<file path="src/rtl/ram_scrambler_config_writer_pkg.sv">
// Shared constants, state encoding and shadow payload for the scrambler config image.
package ram_scrambler_config_writer_pkg;

    localparam int unsigned ADDR_W             = 7;
    localparam int unsigned DATA_W             = 8;
    localparam int unsigned SEED_W             = 256;
    localparam int unsigned SEED_BYTES         = SEED_W / DATA_W;
    localparam int unsigned MODE_ADDR          = 0;
    localparam int unsigned SEED_ADDR_START    = 32;
    localparam int unsigned SEED_ADDR_END      = 64;
    localparam int unsigned MEM_SIZE           = 64;
    localparam int unsigned READ_DELAY_DEFAULT = 2;

    typedef enum logic [1:0] {
        ST_IDLE   = 2'd0,
        ST_WRITE  = 2'd1,
        ST_VERIFY = 2'd2,
        ST_FINISH = 2'd3
    } state_e;

    typedef struct packed {
        logic              mode;
        logic [SEED_W-1:0] seed;
    } cfg_t;

endpackage

</file>
<file path="src/rtl/ram_scrambler_config_writer_image.sv">
// Combinational map from (mode, seed, byte address) to the stored config image byte.
module ram_scrambler_config_writer_image
    import ram_scrambler_config_writer_pkg::*;
(
    input  logic              mode_i,
    input  logic [SEED_W-1:0] seed_i,
    input  logic [ADDR_W-1:0] addr_i,
    output logic [DATA_W-1:0] byte_c
);

    logic [4:0] seed_idx;
    logic [4:0] byte_sel;

    always_comb begin
        seed_idx = 5'(addr_i - ADDR_W'(SEED_ADDR_START));
        // Seed byte 0 lives in the most significant byte of seed_i.
        byte_sel = 5'(SEED_BYTES - 1) - seed_idx;
        byte_c   = '0;
        if (addr_i == ADDR_W'(MODE_ADDR)) begin
            byte_c = {{(DATA_W-1){1'b0}}, mode_i};
        end else if (addr_i >= ADDR_W'(SEED_ADDR_START) && addr_i < ADDR_W'(SEED_ADDR_END)) begin
            byte_c = seed_i[{byte_sel, 3'b000} +: DATA_W];
        end
    end

endmodule

</file>
<file path="src/rtl/ram_scrambler_config_writer.sv">
// Writes the scrambler mode/seed image into the 64-byte config RAM and optionally
// reads it back through the registered RAM port, flagging any mismatch.
module ram_scrambler_config_writer
    import ram_scrambler_config_writer_pkg::*;
#(
    parameter int unsigned READ_DELAY = READ_DELAY_DEFAULT,
    parameter bit          VERIFY_EN  = 1'b1
) (
    input  logic              clk,
    input  logic              reset,
    input  logic              start,
    input  logic              mode_in,
    input  logic [SEED_W-1:0] seed_in,
    output logic [ADDR_W-1:0] address,
    output logic [DATA_W-1:0] data,
    output logic              wren,
    input  logic [DATA_W-1:0] q,
    output logic              busy,
    output logic              done,
    output logic              verify_error
);

    localparam logic [ADDR_W-1:0] LAST_ADDR = ADDR_W'(MEM_SIZE - 1);
    // Compare index starts "negative" (wrapped) so bit ADDR_W-1 marks not-yet-valid q.
    localparam logic [ADDR_W-1:0] IDX_START = ADDR_W'(0) - ADDR_W'(READ_DELAY);

    state_e            state_q;
    cfg_t              cfg_q;
    cfg_t              wr_cfg_c;
    logic [ADDR_W-1:0] addr_q;
    logic [ADDR_W-1:0] wr_addr_d;
    logic [ADDR_W-1:0] idx_q;
    logic [DATA_W-1:0] data_q;
    logic [DATA_W-1:0] wr_byte_c;
    logic [DATA_W-1:0] exp_byte_c;
    logic              wren_q;
    logic              busy_q;
    logic              done_q;
    logic              verr_q;

    // Write data is registered, so the image is looked up for the address presented next.
    always_comb begin
        wr_cfg_c  = cfg_q;
        wr_addr_d = addr_q + ADDR_W'(1);
        if (state_q == ST_IDLE) begin
            wr_cfg_c.mode = mode_in;
            wr_cfg_c.seed = seed_in;
            wr_addr_d     = '0;
        end
    end

    ram_scrambler_config_writer_image u_wr_image (
        .mode_i (wr_cfg_c.mode),
        .seed_i (wr_cfg_c.seed),
        .addr_i (wr_addr_d),
        .byte_c (wr_byte_c)
    );

    ram_scrambler_config_writer_image u_vf_image (
        .mode_i (cfg_q.mode),
        .seed_i (cfg_q.seed),
        .addr_i (idx_q),
        .byte_c (exp_byte_c)
    );

    always_ff @(posedge clk or posedge reset) begin
        if (reset) begin
            state_q <= ST_IDLE;
            cfg_q   <= '0;
            addr_q  <= '0;
            idx_q   <= '0;
            data_q  <= '0;
            wren_q  <= 1'b0;
            busy_q  <= 1'b0;
            done_q  <= 1'b0;
            verr_q  <= 1'b0;
        end else begin
            done_q <= 1'b0;
            case (state_q)
                ST_IDLE: begin
                    wren_q <= 1'b0;
                    busy_q <= 1'b0;
                    if (start) begin
                        cfg_q   <= wr_cfg_c;
                        verr_q  <= 1'b0;
                        addr_q  <= '0;
                        data_q  <= wr_byte_c;
                        wren_q  <= 1'b1;
                        busy_q  <= 1'b1;
                        state_q <= ST_WRITE;
                    end
                end
                ST_WRITE: begin
                    if (addr_q == LAST_ADDR) begin
                        wren_q <= 1'b0;
                        addr_q <= '0;
                        data_q <= '0;
                        idx_q  <= IDX_START;
                        if (VERIFY_EN) begin
                            state_q <= ST_VERIFY;
                        end else begin
                            busy_q  <= 1'b0;
                            done_q  <= 1'b1;
                            state_q <= ST_FINISH;
                        end
                    end else begin
                        addr_q <= wr_addr_d;
                        data_q <= wr_byte_c;
                    end
                end
                ST_VERIFY: begin
                    if (addr_q != LAST_ADDR) begin
                        addr_q <= addr_q + ADDR_W'(1);
                    end
                    idx_q <= idx_q + ADDR_W'(1);
                    if (!idx_q[ADDR_W-1]) begin
                        if (q != exp_byte_c) begin
                            verr_q <= 1'b1;
                        end
                        if (idx_q == LAST_ADDR) begin
                            busy_q  <= 1'b0;
                            done_q  <= 1'b1;
                            state_q <= ST_FINISH;
                        end
                    end
                end
                ST_FINISH: begin
                    state_q <= ST_IDLE;
                end
                default: begin
                    state_q <= ST_IDLE;
                end
            endcase
        end
    end

    assign address      = addr_q;
    assign data         = data_q;
    assign wren         = wren_q;
    assign busy         = busy_q;
    assign done         = done_q;
    assign verify_error = verr_q;

endmodule
</file>
<file path="config.mk">
export PLATFORM = sky130hd
export DESIGN_NAME = ram_scrambler_config_writer
export DESIGN_NICKNAME = d
export VERILOG_FILES = /design/src/rtl/ram_scrambler_config_writer_pkg.sv /design/src/rtl/ram_scrambler_config_writer_image.sv /design/src/rtl/ram_scrambler_config_writer.sv
export SDC_FILE = /design/constraint.sdc
export NUM_CORES = 1
export LEC_CHECK = 0
export CORE_ASPECT_RATIO = 1.5
export CORE_MARGIN = 1.5
export CORE_UTILIZATION = 40
export CTS_BUF_LIST = sky130_fd_sc_hd__clkbuf_4 sky130_fd_sc_hd__clkbuf_8 sky130_fd_sc_hd__clkbuf_16
export DETAILED_ROUTE_END_ITERATION = 7
export PLACE_DENSITY_LB_ADDON = 0.15
export SLEW_MARGIN = 20
export SYNTH_ARGS = -nofsm -noshare
export SYNTH_HDL_FRONTEND = slang
export SYNTH_SLANG_ARGS = --single-unit
</file>
<file path="constraint.sdc">
create_clock -name clk -period 26.2 [get_ports clk]
set_input_delay 3.93 -clock clk [delete_from_list [all_inputs] [get_ports clk]]
set_output_delay 3.93 -clock clk [all_outputs]
set_load 0.005 [all_outputs]
</file>
Word-level counts from Yosys, hierarchy flattened. Index checks and enable logic that the tools add are counted.

Register bits: 285. Latch bits: 0. Bits in writable memories: 0. Memory bits (read-only): 0. Input bits: 268. Output and inout bits: 19. Logic and storage cells: 85. Memories kept: 0.

Add/sub/neg operators: 6. Multiply operators: 0. Div/mod/pow operators: 0. $lt $le $gt $ge: 4. Eq/ne operators: 13. Shifts and indexed selects: 2. Muxes and demuxes: 33. Bitwise logic cells: 0. Reduce and logical (&&, ||, !) cells: 17.

Operators with widths (count): indexed part select 256 x 9 -> 8 bit (2); 2-to-1 mux 257 bit (1); 2-to-1 mux 8 bit (6); 2-to-1 mux 7 bit (5); one-hot mux 7 bit (3 select lines) (1); one-hot mux 8 bit (2 select lines) (1); adder 7 x 1 -> 7 bit (second input constant) (2); equality test 7 x 6 -> 1 bit (second input constant) (2); >= comparator 7 x 6 -> 1 bit (second input constant) (2); zero test 7 bit (2); < comparator 7 bit (second input constant) (2); one-hot mux 7 bit (2 select lines) (1); inequality test 2 bit (second input constant) (6); 2-to-1 mux 1 bit (10); subtractor 5 x 1 -> 5 bit (second input constant) (2); subtractor 5 bit (first input constant) (2); 2-to-1 mux 2 bit (4); inequality test 8 bit (1); one-hot mux 2 bit (4 select lines) (1); AND reduction 2 bit (4); AND reduction 4 bit (2); inequality test 7 x 6 -> 1 bit (second input constant) (1); one-hot mux 1 bit (2 select lines) (3); AND reduction 3 bit (2); 6 further kinds (10).

Depth between registers and ports, before layout.
Depth in word-level cells: 9. Depth in mapped cells: 12. Gate-level depth less buffers: 9.

Cells and area by module. From an unflattened synthesis, not the netlist that was laid out.

Cell total of the unflattened synthesis: 1887. Area total of the unflattened synthesis: 18825.6 um2.

Modules (own cells, without submodules): ram_scrambler_config_writer (times used 1, cells an instance 1533, area an instance 14243.7 um2, sequential area each 7131.8 um2); ram_scrambler_config_writer_image (times used 2, cells an instance 177, area an instance 2290.9 um2, sequential area each 0.0 um2).

Worst setup path after synthesis. Ideal clock, no wire load.

Kind: input port to flip-flop. Start: in q[4]. End: reg verr_q, in the netlist verify_error. Setup time: 0.124 ns. Arrival time: 5.109 ns. Required time: 26.076 ns. Setup slack: 20.967 ns. Stages on the path: 5. Buffers on the path: 0. Cell sequence: nor4_1 -> a31oi_1 -> a2111oi_0 -> nand4_1 -> o31a_1.

Longest elaborated chain between the ends: 3.

Ends and longest elaborated chain: start: declaration (line ram_scrambler_config_writer.sv:17) `input logic [DATA_W-1:0] q,`; inequality test 8 bit (line ram_scrambler_config_writer.sv:117) `if (q != exp_byte_c) begin`; inequality test 2 bit (no line); AND reduction 4 bit (no line); end signal: assignment (line ram_scrambler_config_writer.sv:76) `verr_q <= 1'b0;`; end signal: assignment (line ram_scrambler_config_writer.sv:85) `verr_q <= 1'b0;`; end signal: assignment (line ram_scrambler_config_writer.sv:118) `verr_q <= 1'b1;`; end: declaration (line ram_scrambler_config_writer.sv:39) `logic verr_q;`.

No other way between the ends. A chain may end at the register's enable or synchronous reset.

Worst setup path after layout.
Start: in start. End: reg cfg_q[54] in the netlist's numbering.

Longest elaborated chain between the ends: 1.

Ends and longest elaborated chain: start: declaration (line ram_scrambler_config_writer.sv:11) `input logic start,`; AND reduction 2 bit (no line); end signal: assignment (line ram_scrambler_config_writer.sv:84) `cfg_q <= wr_cfg_c;`; end: declaration (line ram_scrambler_config_writer.sv:28) `cfg_t cfg_q;`.

No other way between the ends.

==> impl_metrics.toml <==
[outcome]
status = "completed"

[timing]
tightest_slew_ns = 1.059
fin_ws_ns = 19.88
min_period_ns = 6.316
hold_ws_ns = 0.4928
rsz0062_at_grt = "no"
setup_viol = 0
max_freq_mhz = 158.3
finalMaxSlewViolations = 0
post-route-period-util_pct = 24.11
slew_headroom_pct = 29.39
skew_ns = 0.01423
fin_tns_setup_ns = 0
finalHoldViolations = 0

[detailed_routing]
route.detailed.drc = 0
wirelength_um = 53430
first_pass_iters = 5
drtIter0Drc = 1111
vias_per_cell = 5.519
via_count = 13110
wl_per_cell_um = 22.49
antenna_left = 0

[worst_setup_path]
cp_data_arrival_time_ns = 6.82
reg2reg_setup_slack_ns = 22.23
crit_start = "start"
endpoint_kind = "flip-flop"
path_max_fanout = 88
worstPathRequired_ns = 26.71
critPathBufInv = 3
critical-path-top-delay-family = "buffers and inverters"
r2r-start = "address[0]"
cp_cell_sequence = "clkdlybuf4s50_1, and2_4, buf_4, buf_4, nand2_1, nand2_1"
r2r_cells = 8
cp_slowest_cell = "buf_4"
reg2reg_to = "data[0]"
cp.depth = 6
worstSetupStartpointType = "input port"
crit_end = "cfg_q[54]"
cpPeakStageDelay_ns = 0.77
critPathKind = "in2reg"

[yosys]
seq_area_frac_synth_pct = 45.70
synthFlopType = "dfrtp_1"
avgSynthCellArea_um2 = 9.568
synth-async-reset-ratio_pct = 100.0
ys_types = 68
synth_area_um2 = 15610
yosys.area.top_type = "dfrtp_1"
ys_ff_latch = 285
synth_area_leaders = "dfrtp_1 46%, nand2_1 20%, mux4_2 15%"
syn_inst = 1631
yosys.area.top_type_share_pct = 45.70
synthesis.nets = 1906
synth_edf_count = 0
yosysWarnings = 0

[clock_network]
cts-buffers-inserted = 30
post_cts_resized = 0
postCtsHoldBufs = 0
cts-root-buf = "clkbuf_16"
post-cts-setup-buffer-count = 0
htreeDepth = 1
cts.sink_count = 285
path_clk_slew_ns = 0.06
clock_latency_ns = 0.58
cts_tree = "built"
clock_path_buffers = 3

[floorplan]
initial_core_util_pct = 40.61
core_area_um2 = 38430
die_w_um = 164.3
die_h_um = 244.9
dieArea_um2 = 40230
io_pins = 287
rows = 88

[placement]
hpwl_um = 38660
portBuffers = 286
gp_congestion = 0.8784
pre_cts_slack_ns = 19.30

[layout]
register_area_um2 = 7141
nets = 2132
final_util_pct = 51.67
area.growth.synth_to_final_pct = 27.22
drive_above_1_share_pct = 10.48
fillers = 3513
layout_commonest_cell = "nand2_1"
multi_input_comb_area_um2 = 7860
final_cell_mix = "824 x nand2_1, 286 x clkdlybuf4s50_1, 282 x dfrtp_1"

[global_route]
antenna_found_initial = 0
grt_max_degree = 176
grt_pass1_vias = 13710
grt_first_pass_wirelength_um = 81410
overflow = 0
track_usage_pct = 27.13

[power]
p_leak_uw = 0.009427
ir_drop_v = 0.00003505
p_per_area_nw_per_um2 = 49.83

[hold_path]
hold_class = "reg2reg"

[flow_run]
drv_cap = 0
-- area by class of cell --
cell class | instances | share of cell area [%]
sequential | 285 | 35.97
inverter | 12 | 0.2647
timing repair buffer | 304 | 15.26
antenna | 1 | 0.01260
clock inverter | 12 | 1.210
multi-input combinational | 1224 | 39.59
tap | 495 | 3.119
clock buffer | 42 | 4.575
-- state kept, by name, indices dropped and copies added (netlist names) --
| register | flops |
|---|---|
| cfg_q | 257 |
| data | 8 |
| address | 7 |
| idx_q | 7 |
| state_q | 2 |
| busy | 1 |
| done | 1 |
| verify_error | 1 |
| wren | 1 |
-- how the worst min path moves through the flow --
stage / cells past startpoint / startpoint / end
3_5_place_dp: 2 / cfg_q[190] / cfg_q[190]
4_1_cts: 2 / cfg_q[27] / cfg_q[27]
6_report: 2 / cfg_q[27] / cfg_q[27]
5_1_grt: 2 / cfg_q[19] / cfg_q[19]
3_3_place_gp: 2 / cfg_q[216] / cfg_q[216]
2_1_floorplan: 2 / cfg_q[30] / cfg_q[30]
-- cells by family (layout without fill, tap and decap cells) --
| group | Yosys count | count (layout) | synth area share [%] |
|---|---|---|---|
| DFF | 285 | 285 | 45.70 |
| and+or+nand+nor | 910 | 910 | 22.84 |
| buffers and inverters | 122 | 370 | 4.129 |
| AOI/OAI and AO/OA | 131 | 131 | 5.837 |
| xor gates and xnor gates | 6 | 6 | 0.3367 |
| other | 0 | 1 | 0 |
| muxes | 170 | 170 | 20.60 |
| adders and majority gates | 7 | 7 | 0.5612 |
-- through the flow --
step / area [um2] / power [uW] / instances
3_5_place_dp: 18680 / 503.7 / 2319
6_report: 19850 / 989.4 / 2375
3_3_place_gp: 18680 / 504.3 / 2319
5_1_grt: 19850 / 1016 / 2374
4_1_cts: 19820 / 996.0 / 2373
2_1_floorplan: 15610 / 455.8 / 1631
-- synthesized netlist by cell type, types with 6 or more instances --
cell	n
a211oi_1	6
a21oi_1	28
a221oi_1	6
a31oi_1	6
and2_1	7
buf_2	14
buf_4	15
buf_6	7
clkbuf_1	65
dfrtp_1	285
ha_1	7
inv_1	9
mux2i_1	50
mux4_1	12
mux4_2	105
nand2_1	825
nand2b_1	6
nand3_1	13
nor2_1	25
o21ai_0	28
o221ai_1	16
-- metal layers --
layer  global-route usage [%]  vias to the layer above  routed length (um)
met2                    46.79                      488               27250
li1                         -                     5983                   -
met4                    12.67                        0                2559
met1                    34.02                     6539               20530
met3                    2.737                       97                3088
met5                        0                        -                   0
-- power breakdown --
part / switching (uW) / total (uW) / internal (uW)
Sequential: 0.000000474 / 440 / 440
Combinational: 19.2 / 55.5 / 36.3
Clock: 185 / 494 / 309
-- worst register-to-register path, cell delays in order (launching register included) --
cell and delay [ns]:
dfrtp_4 0.72, ha_4 0.69, buf_4 0.75, mux4_2 0.63, a221oi_1 0.48, a21oi_1 0.08
mux2i_1 0.15, o221ai_1 0.14, a22o_1 0.22
No activity file was read; power rests on OpenSTA's default activity.
